**src/rtl/param_loader_mc_if.sv**
```systemverilog
// param_loader_mc_if
//   Bundles the pad-side beat bus and the core-side handshake of the
//   multi-coefficient parameter loader. clk and rst_n are not part of it.
//
//   pin_data   [PIN_W]            beat payload, source -> loader
//   pin_valid                     beat present, source -> loader
//   pin_ready                     loader can take a beat, loader -> source
//   load_abort                    discard a partial load, source -> loader
//   coef       [NUM_COEF*COEF_W]  committed coefficients, loader -> core
//   start_calc                    level request to the core, loader -> core
//   core_busy                     core running, core -> loader
//   chk_err                       sticky checksum failure, loader -> system
//
//   master: the side that drives beats and the core_busy response (bench/system)
//   slave : the loader itself
interface param_loader_mc_if #(
  parameter int NUM_COEF = 2,
  parameter int PIN_W    = 8,
  parameter int COEF_W   = 32
);
  logic [PIN_W-1:0]           pin_data;
  logic                       pin_valid;
  logic                       pin_ready;
  logic                       load_abort;
  logic [NUM_COEF*COEF_W-1:0] coef;
  logic                       start_calc;
  logic                       core_busy;
  logic                       chk_err;

  modport master (
    output pin_data, pin_valid, load_abort, core_busy,
    input  pin_ready, coef, start_calc, chk_err
  );

  modport slave (
    input  pin_data, pin_valid, load_abort, core_busy,
    output pin_ready, coef, start_calc, chk_err
  );
endinterface

```
**src/rtl/param_loader_mc.sv**
```systemverilog
// param_loader_mc
//   Assembles NUM_COEF coefficients from a narrow beat-serial pin bus
//   (valid/ready), LSB beat first, LOAD_BEATS beats per coefficient. A
//   complete set is sign- or zero-extended and committed to the coefficient
//   bus on a single edge, after which a level handshake (start_calc /
//   core_busy) hands control to the calculation core.
//
//   Optional feature: define PARAM_LOADER_CHKSUM_EN to expect one extra beat
//   after the data beats holding the XOR of all data beats. A mismatch
//   suppresses the commit and the core start and raises the sticky chk_err,
//   which clears on the first beat of the next load. Without the macro there
//   is no checksum beat and chk_err is tied low.
//
// Ports
//   clk    clock
//   rst_n  asynchronous, active-low reset
//   bus    param_loader_mc_if.slave (pin bus, coef, start_calc/core_busy, chk_err)
//
// Parameters
//   NUM_COEF   coefficients per set (1..16)
//   PIN_W      pin bus width
//   COEF_W     coefficient width, multiple of PIN_W
//   LOAD_BEATS beats per coefficient (1..COEF_W/PIN_W)
//   SIGNED     1: sign-extend from bit LOAD_BEATS*PIN_W-1, 0: zero-extend
//
// States
//   IDLE   | waiting for the first beat of a set; pin_ready high
//   LOAD   | collecting the remaining beats; pin_ready high
//   COMMIT | one cycle: publish the shadow set (or flag checksum error)
//   START  | start_calc high until core_busy is seen high
//   RUN    | core running; wait for core_busy low
module param_loader_mc #(
  parameter int NUM_COEF   = 2,
  parameter int PIN_W      = 8,
  parameter int COEF_W     = 32,
  parameter int LOAD_BEATS = 1,
  parameter int SIGNED     = 1
) (
  input  logic             clk,
  input  logic             rst_n,
  param_loader_mc_if.slave bus
);

  localparam int LW   = LOAD_BEATS * PIN_W;
  localparam int CC_W = (NUM_COEF > 1) ? $clog2(NUM_COEF) : 1;
  localparam int BC_W = (LOAD_BEATS > 1) ? $clog2(LOAD_BEATS) : 1;

  localparam logic [CC_W-1:0]   LAST_COEF = CC_W'(NUM_COEF - 1);
  localparam logic [BC_W-1:0]   LAST_BEAT = BC_W'(LOAD_BEATS - 1);
  // Bits above the loaded width; empty when a coefficient is loaded in full.
  localparam logic [COEF_W-1:0] EXT_MASK  = {COEF_W{1'b1}} << LW;

  typedef enum logic [2:0] {IDLE, LOAD, COMMIT, START, RUN} state_t;

  state_t                     state;
  state_t                     state_next;

  logic [BC_W-1:0]            beat_cnt;
  logic [CC_W-1:0]            coef_cnt;
  logic [NUM_COEF-1:0][LW-1:0] shadow;
  logic [NUM_COEF*COEF_W-1:0] coef_ext;
  logic [NUM_COEF*COEF_W-1:0] coef_q;
  logic                       start_q;

  logic pin_ready;
  logic beat_acc;
  logic abort;
  logic last_data;
  logic data_beat;
  logic load_done;
  logic commit_ok;

  // pin_ready is a pure state decode so the source sees it combinationally.
  assign pin_ready = (state == IDLE) || (state == LOAD);
  assign beat_acc  = bus.pin_valid && pin_ready;
  // Abort only has an effect while loading; it is ignored once a set is complete.
  assign abort     = bus.load_abort && pin_ready;
  // Counters sit at 0/0 in IDLE, so a one-beat set is complete on its first beat.
  assign last_data = (beat_cnt == LAST_BEAT) && (coef_cnt == LAST_COEF);

`ifdef PARAM_LOADER_CHKSUM_EN
  logic             chk_phase;   // next accepted beat is the checksum beat
  logic             chk_bad;
  logic             chk_err_q;
  logic [PIN_W-1:0] xor_acc;

  assign data_beat = beat_acc && !abort && !chk_phase;
  assign load_done = beat_acc && !abort && chk_phase;
  assign commit_ok = !chk_bad;

  always_ff @(posedge clk or negedge rst_n) begin
    if (!rst_n) begin
      chk_phase <= 1'b0;
      chk_bad   <= 1'b0;
      chk_err_q <= 1'b0;
      xor_acc   <= '0;
    end else begin
      if (abort) begin
        chk_phase <= 1'b0;
        xor_acc   <= '0;
      end else if (beat_acc) begin
        if (chk_phase) begin
          chk_bad   <= (bus.pin_data != xor_acc);
          chk_phase <= 1'b0;
        end else begin
          // The first beat of a set restarts the running XOR.
          xor_acc <= (state == IDLE) ? bus.pin_data : (xor_acc ^ bus.pin_data);
          if (last_data) begin
            chk_phase <= 1'b1;
          end
        end
        if (state == IDLE) begin
          chk_err_q <= 1'b0;
        end
      end
      if ((state == COMMIT) && chk_bad) begin
        chk_err_q <= 1'b1;
      end
    end
  end

  assign bus.chk_err = chk_err_q;
`else
  assign data_beat   = beat_acc && !abort;
  assign load_done   = data_beat && last_data;
  assign commit_ok   = 1'b1;
  assign bus.chk_err = 1'b0;
`endif

  always_ff @(posedge clk or negedge rst_n) begin
    if (!rst_n) begin
      state <= IDLE;
    end else begin
      state <= state_next;
    end
  end

  always_comb begin
    state_next = state;
    case (state)
      IDLE, LOAD: begin
        if (abort) begin
          state_next = IDLE;
        end else if (load_done) begin
          state_next = COMMIT;
        end else if (beat_acc) begin
          state_next = LOAD;
        end
      end
      COMMIT: state_next = commit_ok ? START : IDLE;
      START:  if (bus.core_busy)  state_next = RUN;
      RUN:    if (!bus.core_busy) state_next = IDLE;
      default: state_next = IDLE;
    endcase
  end

  always_comb begin
    coef_ext = '0;
    for (int c = 0; c < NUM_COEF; c++) begin
      coef_ext[c*COEF_W +: COEF_W] = COEF_W'(shadow[c]);
      if ((SIGNED != 0) && shadow[c][LW-1]) begin
        coef_ext[c*COEF_W +: COEF_W] = coef_ext[c*COEF_W +: COEF_W] | EXT_MASK;
      end
    end
  end

  always_ff @(posedge clk or negedge rst_n) begin
    if (!rst_n) begin
      beat_cnt <= '0;
      coef_cnt <= '0;
      shadow   <= '0;
      coef_q   <= '0;
      start_q  <= 1'b0;
    end else begin
      // Registered copy of "in START" so start_calc is glitch-free.
      start_q <= (state_next == START);

      if (abort) begin
        beat_cnt <= '0;
        coef_cnt <= '0;
        shadow   <= '0;
      end else if (data_beat) begin
        for (int c = 0; c < NUM_COEF; c++) begin
          for (int b = 0; b < LOAD_BEATS; b++) begin
            if ((coef_cnt == CC_W'(c)) && (beat_cnt == BC_W'(b))) begin
              shadow[c][b*PIN_W +: PIN_W] <= bus.pin_data;
            end
          end
        end
        // Both counters wrap to 0 after the last data beat, ready for the next set.
        if (beat_cnt == LAST_BEAT) begin
          beat_cnt <= '0;
          coef_cnt <= (coef_cnt == LAST_COEF) ? '0 : coef_cnt + 1'b1;
        end else begin
          beat_cnt <= beat_cnt + 1'b1;
        end
      end

      if ((state == COMMIT) && commit_ok) begin
        coef_q <= coef_ext;
      end
    end
  end

  assign bus.pin_ready  = pin_ready;
  assign bus.coef       = coef_q;
  assign bus.start_calc = start_q;

endmodule
```
**src/flat_wrapper.sv**
```systemverilog
// flat-port wrapper written by rule: the top's interface ports become plain ports
module param_loader_mc_flat 
#(
  parameter int NUM_COEF   = 2,
  parameter int PIN_W      = 8,
  parameter int COEF_W     = 32,
  parameter int LOAD_BEATS = 1,
  parameter int SIGNED     = 1
)
  (clk, rst_n, bus_pin_data, bus_pin_valid, bus_load_abort, bus_core_busy, bus_pin_ready, bus_coef, bus_start_calc, bus_chk_err);
  param_loader_mc_if #(.NUM_COEF(NUM_COEF), .PIN_W(PIN_W), .COEF_W(COEF_W)) bus_i ();
  input  logic clk;
  input  logic rst_n;
  input wire logic [$bits(bus_i.pin_data)-1:0] bus_pin_data;
  input wire logic [$bits(bus_i.pin_valid)-1:0] bus_pin_valid;
  input wire logic [$bits(bus_i.load_abort)-1:0] bus_load_abort;
  input wire logic [$bits(bus_i.core_busy)-1:0] bus_core_busy;
  output wire logic [$bits(bus_i.pin_ready)-1:0] bus_pin_ready;
  output wire logic [$bits(bus_i.coef)-1:0] bus_coef;
  output wire logic [$bits(bus_i.start_calc)-1:0] bus_start_calc;
  output wire logic [$bits(bus_i.chk_err)-1:0] bus_chk_err;
  assign bus_i.pin_data = bus_pin_data;
  assign bus_i.pin_valid = bus_pin_valid;
  assign bus_i.load_abort = bus_load_abort;
  assign bus_i.core_busy = bus_core_busy;
  assign bus_pin_ready = bus_i.pin_ready;
  assign bus_coef = bus_i.coef;
  assign bus_start_calc = bus_i.start_calc;
  assign bus_chk_err = bus_i.chk_err;
  param_loader_mc #(.NUM_COEF(NUM_COEF), .PIN_W(PIN_W), .COEF_W(COEF_W), .LOAD_BEATS(LOAD_BEATS), .SIGNED(SIGNED)) u_core (.clk(clk), .rst_n(rst_n), .bus(bus_i));
endmodule
```
**config.mk**
```make
export PLATFORM = sky130hd
export DESIGN_NAME = param_loader_mc_flat
export DESIGN_NICKNAME = d
export VERILOG_FILES = /design/src/rtl/param_loader_mc_if.sv /design/src/rtl/param_loader_mc.sv /design/src/flat_wrapper.sv
export SDC_FILE = /design/constraint.sdc
export NUM_CORES = 1
export LEC_CHECK = 0
export CORE_AREA = 2 2 119 63
export DETAILED_ROUTE_END_ITERATION = 6
export DIE_AREA = 0 0 121 65
export HOLD_SLACK_MARGIN = 0.05
export PLACE_DENSITY = 0.69
export SYNTH_ARGS = -nofsm -noshare
export SYNTH_HDL_FRONTEND = slang
export SYNTH_SLANG_ARGS = --single-unit
```
**constraint.sdc**
```tcl
create_clock -name clk -period 1.7 [get_ports clk]
set_clock_uncertainty 0.05 [all_clocks]
set_input_delay 0.17 -clock clk [delete_from_list [all_inputs] [get_ports clk]]
set_output_delay 0.17 -clock clk [all_outputs]
set_load 0.005 [all_outputs]
```
# Word-level counts from Yosys, hierarchy flattened
# Index checks and enable logic that the tools add are counted.
classes:
  add_sub_neg: 2
  eq_ne: 6
  mux: 19
  bitwise: 2
  reduce_logical: 16
ops:
  columns: ["cell", "n"]
  rows:
  - ["2-to-1 mux 32 bit", 2]
  - ["2-to-1 mux 16 bit", 2]
  - ["2-to-1 mux 8 bit", 2]
  - ["2-to-1 mux 3 bit", 5]
  - ["case mux 3 bit (4 select lines)", 1]
  - ["== test 3 x 2 -> 1 bit (second input constant)", 3]
  - ["2-to-1 mux 1 bit", 7]
  - ["logical AND 1 bit", 6]
  - ["AND reduction 2 bit", 3]
  - ["nonzero test 2 bit", 3]
  - ["== test 3 x 1 -> 1 bit (second input constant)", 1]
  - ["== test 3 bit (second input constant)", 1]
  - ["zero test 3 bit", 1]
  - ["adder 1 bit (second input constant)", 2]
  - ["inequality test 2 bit (second input constant)", 1]
  - ["NOT 1 bit", 2]
  - ["OR reduction 2 bit", 1]
  - ["zero test 1 bit", 1]
  - ["logical OR 1 bit", 1]
totals:
  reg_bits: 86
  in_bits: 13
  output_inout_bits: 67
  wordCells: 52

# Logic depth before layout (Yosys ltp)
# Gate-level depths: netlist (run 1).
logic_depth:
  ltp_word: 10
  mapped_depth: 4
  depth_no_buf: 3

# Worst setup path after synthesis (run 1)
# Ideal clock, no wire load.
synth_path:
  path_kind: "reg-to-reg"
  start: "register u_core.state[2]"
  end: "register u_core.coef_q[31], in the netlist u_core.bus.coef[31]"
  arrival_ps: 1218
  setup_slack_ps: 304
  stages_incl_launch_ff: 5
  n_path_buf: 1
  synth_period_minus_slack_ps: 1396
  cell_sequence: "dfrtp_1 -> nand2b_1 -> nor2_4 -> buf_4 -> mux2_1"
synth_between:
  elab_chain_len: 1
synth_lines:
  columns: ["element", "line", "source"]
  rows:
  - ["from (decl)", "param_loader_mc.sv:55", "state_t state;"]
  - ["from (signal assigned)", "param_loader_mc.sv:134", "state <= state_next;"]
  - ["== test 3 x 2 -> 1 bit", "param_loader_mc.sv:199", "if ((state == COMMIT) && commit_ok) begin"]
  - ["to (signal assigned)", "param_loader_mc.sv:200", "coef_q <= coef_ext;"]
  - ["to (decl)", "param_loader_mc.sv:62", "logic [NUM_COEF*COEF_W-1:0] coef_q;"]
# No other way between the ends.
# A chain may end at the register's enable or synchronous reset.

==> impl_metrics.csv, run 1 <==
group,metric,value,unit
clocking,insertion_delay,0.29,ns
yosys,netlist_area,1987,um^2
detailed_routing,ant_nets,0,
detailed_routing,drt_iter0_drc,47,
yosys,synth-simple-area-share,9.383,%
timing,hold_ws,0.2535,ns
power_and_ir_drop,power_density,1676,nW/um^2
timing,period_share,93.94,%
clocking,ctsRootBufferMaster,"clkbuf_16",
placement,dp_hpwl,3306,um
detailed_routing,vias_per_cell,4.199,
power_and_ir_drop,p_leak,0.001253,uW
yosys,synth_top_family_by_area,"buffers and inverters",
detailed_routing,vias,1369,
yosys,synth_nets,199,
global_routing,antenna_found_initial,0,
clocking,htreeDepth,2,
timing,fin_tns_setup,0,ns
timing,min_period,1.597,ns
placement,gp_congestion,0.8386,
yosys,synth_edf_count,0,
worst_setup_path,crit_arrival,1.38,ns
global_routing,grt_use_total,12.18,%
worst_setup_path,timing.critical_path.fanout_max,25,
detailed_routing,first_pass_iters,4,
global_routing,grt_overflow,0,
placement,io_buffers,78,
yosys,synthAdderAreaFrac,0,%
clocking,cts_hold_buffers,0,
power_and_ir_drop,ir_drop,0.0005437,V
cells_and_area,syn_to_final_growth,41.12,%
clocking,cts_tree,"yes",
yosys,yosys_warnings,0,
floorplan,start_util,28.53,%
floorplan,die_w,121,um
floorplan,die_h,65,um
floorplan,io_pins,80,
yosys,synth_compound_area_share,6.045,%
yosys,ys_ff_latch,37,
cells_and_area,drive_gt1_share,10.43,%
clocking,cts_buffer_depth,2,
timing,rsz0062_at_grt,"false",
hold_path,hold_path_class,"input port to asynchronous set/reset pin",
detailed_routing,drc,0,
yosys,synthXorXnorAreaFrac,0,%
yosys,synth_ff_type,"dfrtp_1",
power_and_ir_drop,power.total,4700,uW
global_routing,grt_max_degree,38,
floorplan,placeableCoreArea,6964,um^2
cells_and_area,fill_cells,650,
timing,setup_violations,0,
cells_and_area,final_nets,242,
yosys,synth_mux_area_share,17.13,%
yosys,synth.yosys.seq_area_share,46.60,%
worst_setup_path,start_kind,"flop",
cells_and_area,diodes,0,
detailed_routing,routed_wl,4524,um
floorplan,die_area,7865,um^2
clocking,cts.clk_slew.worst_paths,0.06,ns
timing,maxSlewViolCount,0,
clocking,cts_buffers,5,
worst_setup_path,required,1.48,ns
yosys,synthCells,186,
yosys,synth.avg_cell_area,10.68,um^2
clocking,cts.sinks,37,
global_routing,grt_pass1_vias,1281,
timing,fmaxAchievable,626.2,MHz
status,outcome,"finished clean",
yosys,synth_cell_types,22,
job,maxCapViolCount,0,
detailed_routing,drt-wirelength-per-cell,13.88,um
yosys,async_flop_share,100.0,%
floorplan,num_rows,22,
worst_setup_path,end_kind,"output port",
cells_and_area,finish.utilization,40.26,%
worst_setup_path,r2r_setup_slack,0.12,ns
timing,hold_viol,0,
worst_setup_path,critPathKind,"flop to output port",
global_routing,grt_pass1_wl,7058,um
-- worst max-delay path, stage by stage, from the launching register on --
cell,delay (ns)
dfrtp_1,0.36
buf_6,0.19
clkdlybuf4s50_1,0.53
-- synthesized netlist by cell type, types with 2 or more instances --
library cell  number  area [um^2]
clkbuf_1           6        22.52
nor3b_1            8        60.06
o31ai_1            2        15.01
nand2_1           19        71.32
inv_1              2        7.510
nor2_1             2        7.510
mux2i_1           16        160.2
o21ai_1           17        85.08
mux2_1            16        180.2
buf_4             50        375.4
dfrtp_1           37        925.9
-- where the power goes --
part           internal (uW)  total [uW]  switching, uW  leakage (uW)
registers               1190        1410            219      0.000499
logic                   1380        2200            822      0.000671
clock network            733        1090            360     0.0000841
-- layer usage --
metal	track usage, %	vias to the layer above	part of all wire, %
li1	-	659	-
met1	17.90	638	53
met2	15.73	64	37
met3	4.137	8	8.4
met4	5.378	0	1.8
met5	0	-	0
-- cells in the final DEF, fill, tap and decap left out, drive strengths merged, types with 2 or more instances in the layout --
cell type,n
dfrtp,37
clkdlybuf4s50,77
nor2,3
clkbuf,7
buf,15
o21ai,18
mux2,16
nand2,19
nor3b,8
o31ai,2
inv,2
mux2i,16
-- registers in the layout, indices dropped and copies added (netlist names) --
register               count
u_core.state               3
u_core.bus.start_calc      1
u_core.bus.coef           16
u_core.coef_cnt            1
u_core.shadow             16
-- worst paths after layout --
check	cells past startpoint	end	from
setup / recovery	2	bus_coef[55]	u_core.bus.coef[62]
hold / removal	2	u_core.bus.coef[35]	rst_n
setup reg to reg	5	u_core.bus.coef[62]	u_core.state[2]
hold reg to reg	1	u_core.bus.coef[0]	u_core.bus.coef[0]
max in group asynchronous	2	u_core.state[0]	rst_n
min in group clk	1	u_core.bus.coef[0]	u_core.bus.coef[0]
-- layout make-up --
cell class	instances	area, um^2	share of cell area [%]
timing repair buffer	93	924.6	32.98
sequential	37	925.9	33.02
multi-input combinational	90	653.1	23.29
tap	96	120.1	4.284
inverter	2	7.507	0.2677
clock buffer	7	142.6	5.087
clock inverter	1	30.03	1.071
-- through the flow --
stage	instances	cell area, um^2	setup slack (ns)
2_1_floorplan	186	1987	0.3044
3_3_place_gp	317	2615	0.1806
3_5_place_dp	317	2615	0.1702
4_1_cts	326	2796	0.03625
5_1_grt	326	2804	0.03835
6_report	326	2804	0.1031
-- what timing repair did --
action	4_1_cts	5_1_grt
setup endpoints to repair	1	28
setup buffers	1	0
gates resized for setup	2	2
-- cell families (layout without fill, tap and decap cells) --
logic type | after synthesis | count (layout)
DFF | 37 | 37
buffers and inverters | 59 | 103
muxes | 32 | 32
and+or+nand+nor | 35 | 35
AOI/OAI and AO/OA | 22 | 22
other | 1 | 1
(Power assumes the default switching activity.)
==> run 2: changes to the inputs <==
- CTS_CLUSTER_DIAMETER: default -> 60
==> results of run 2 <==
Same layout as run 1: the final DEF is identical, and so are final timing and power.
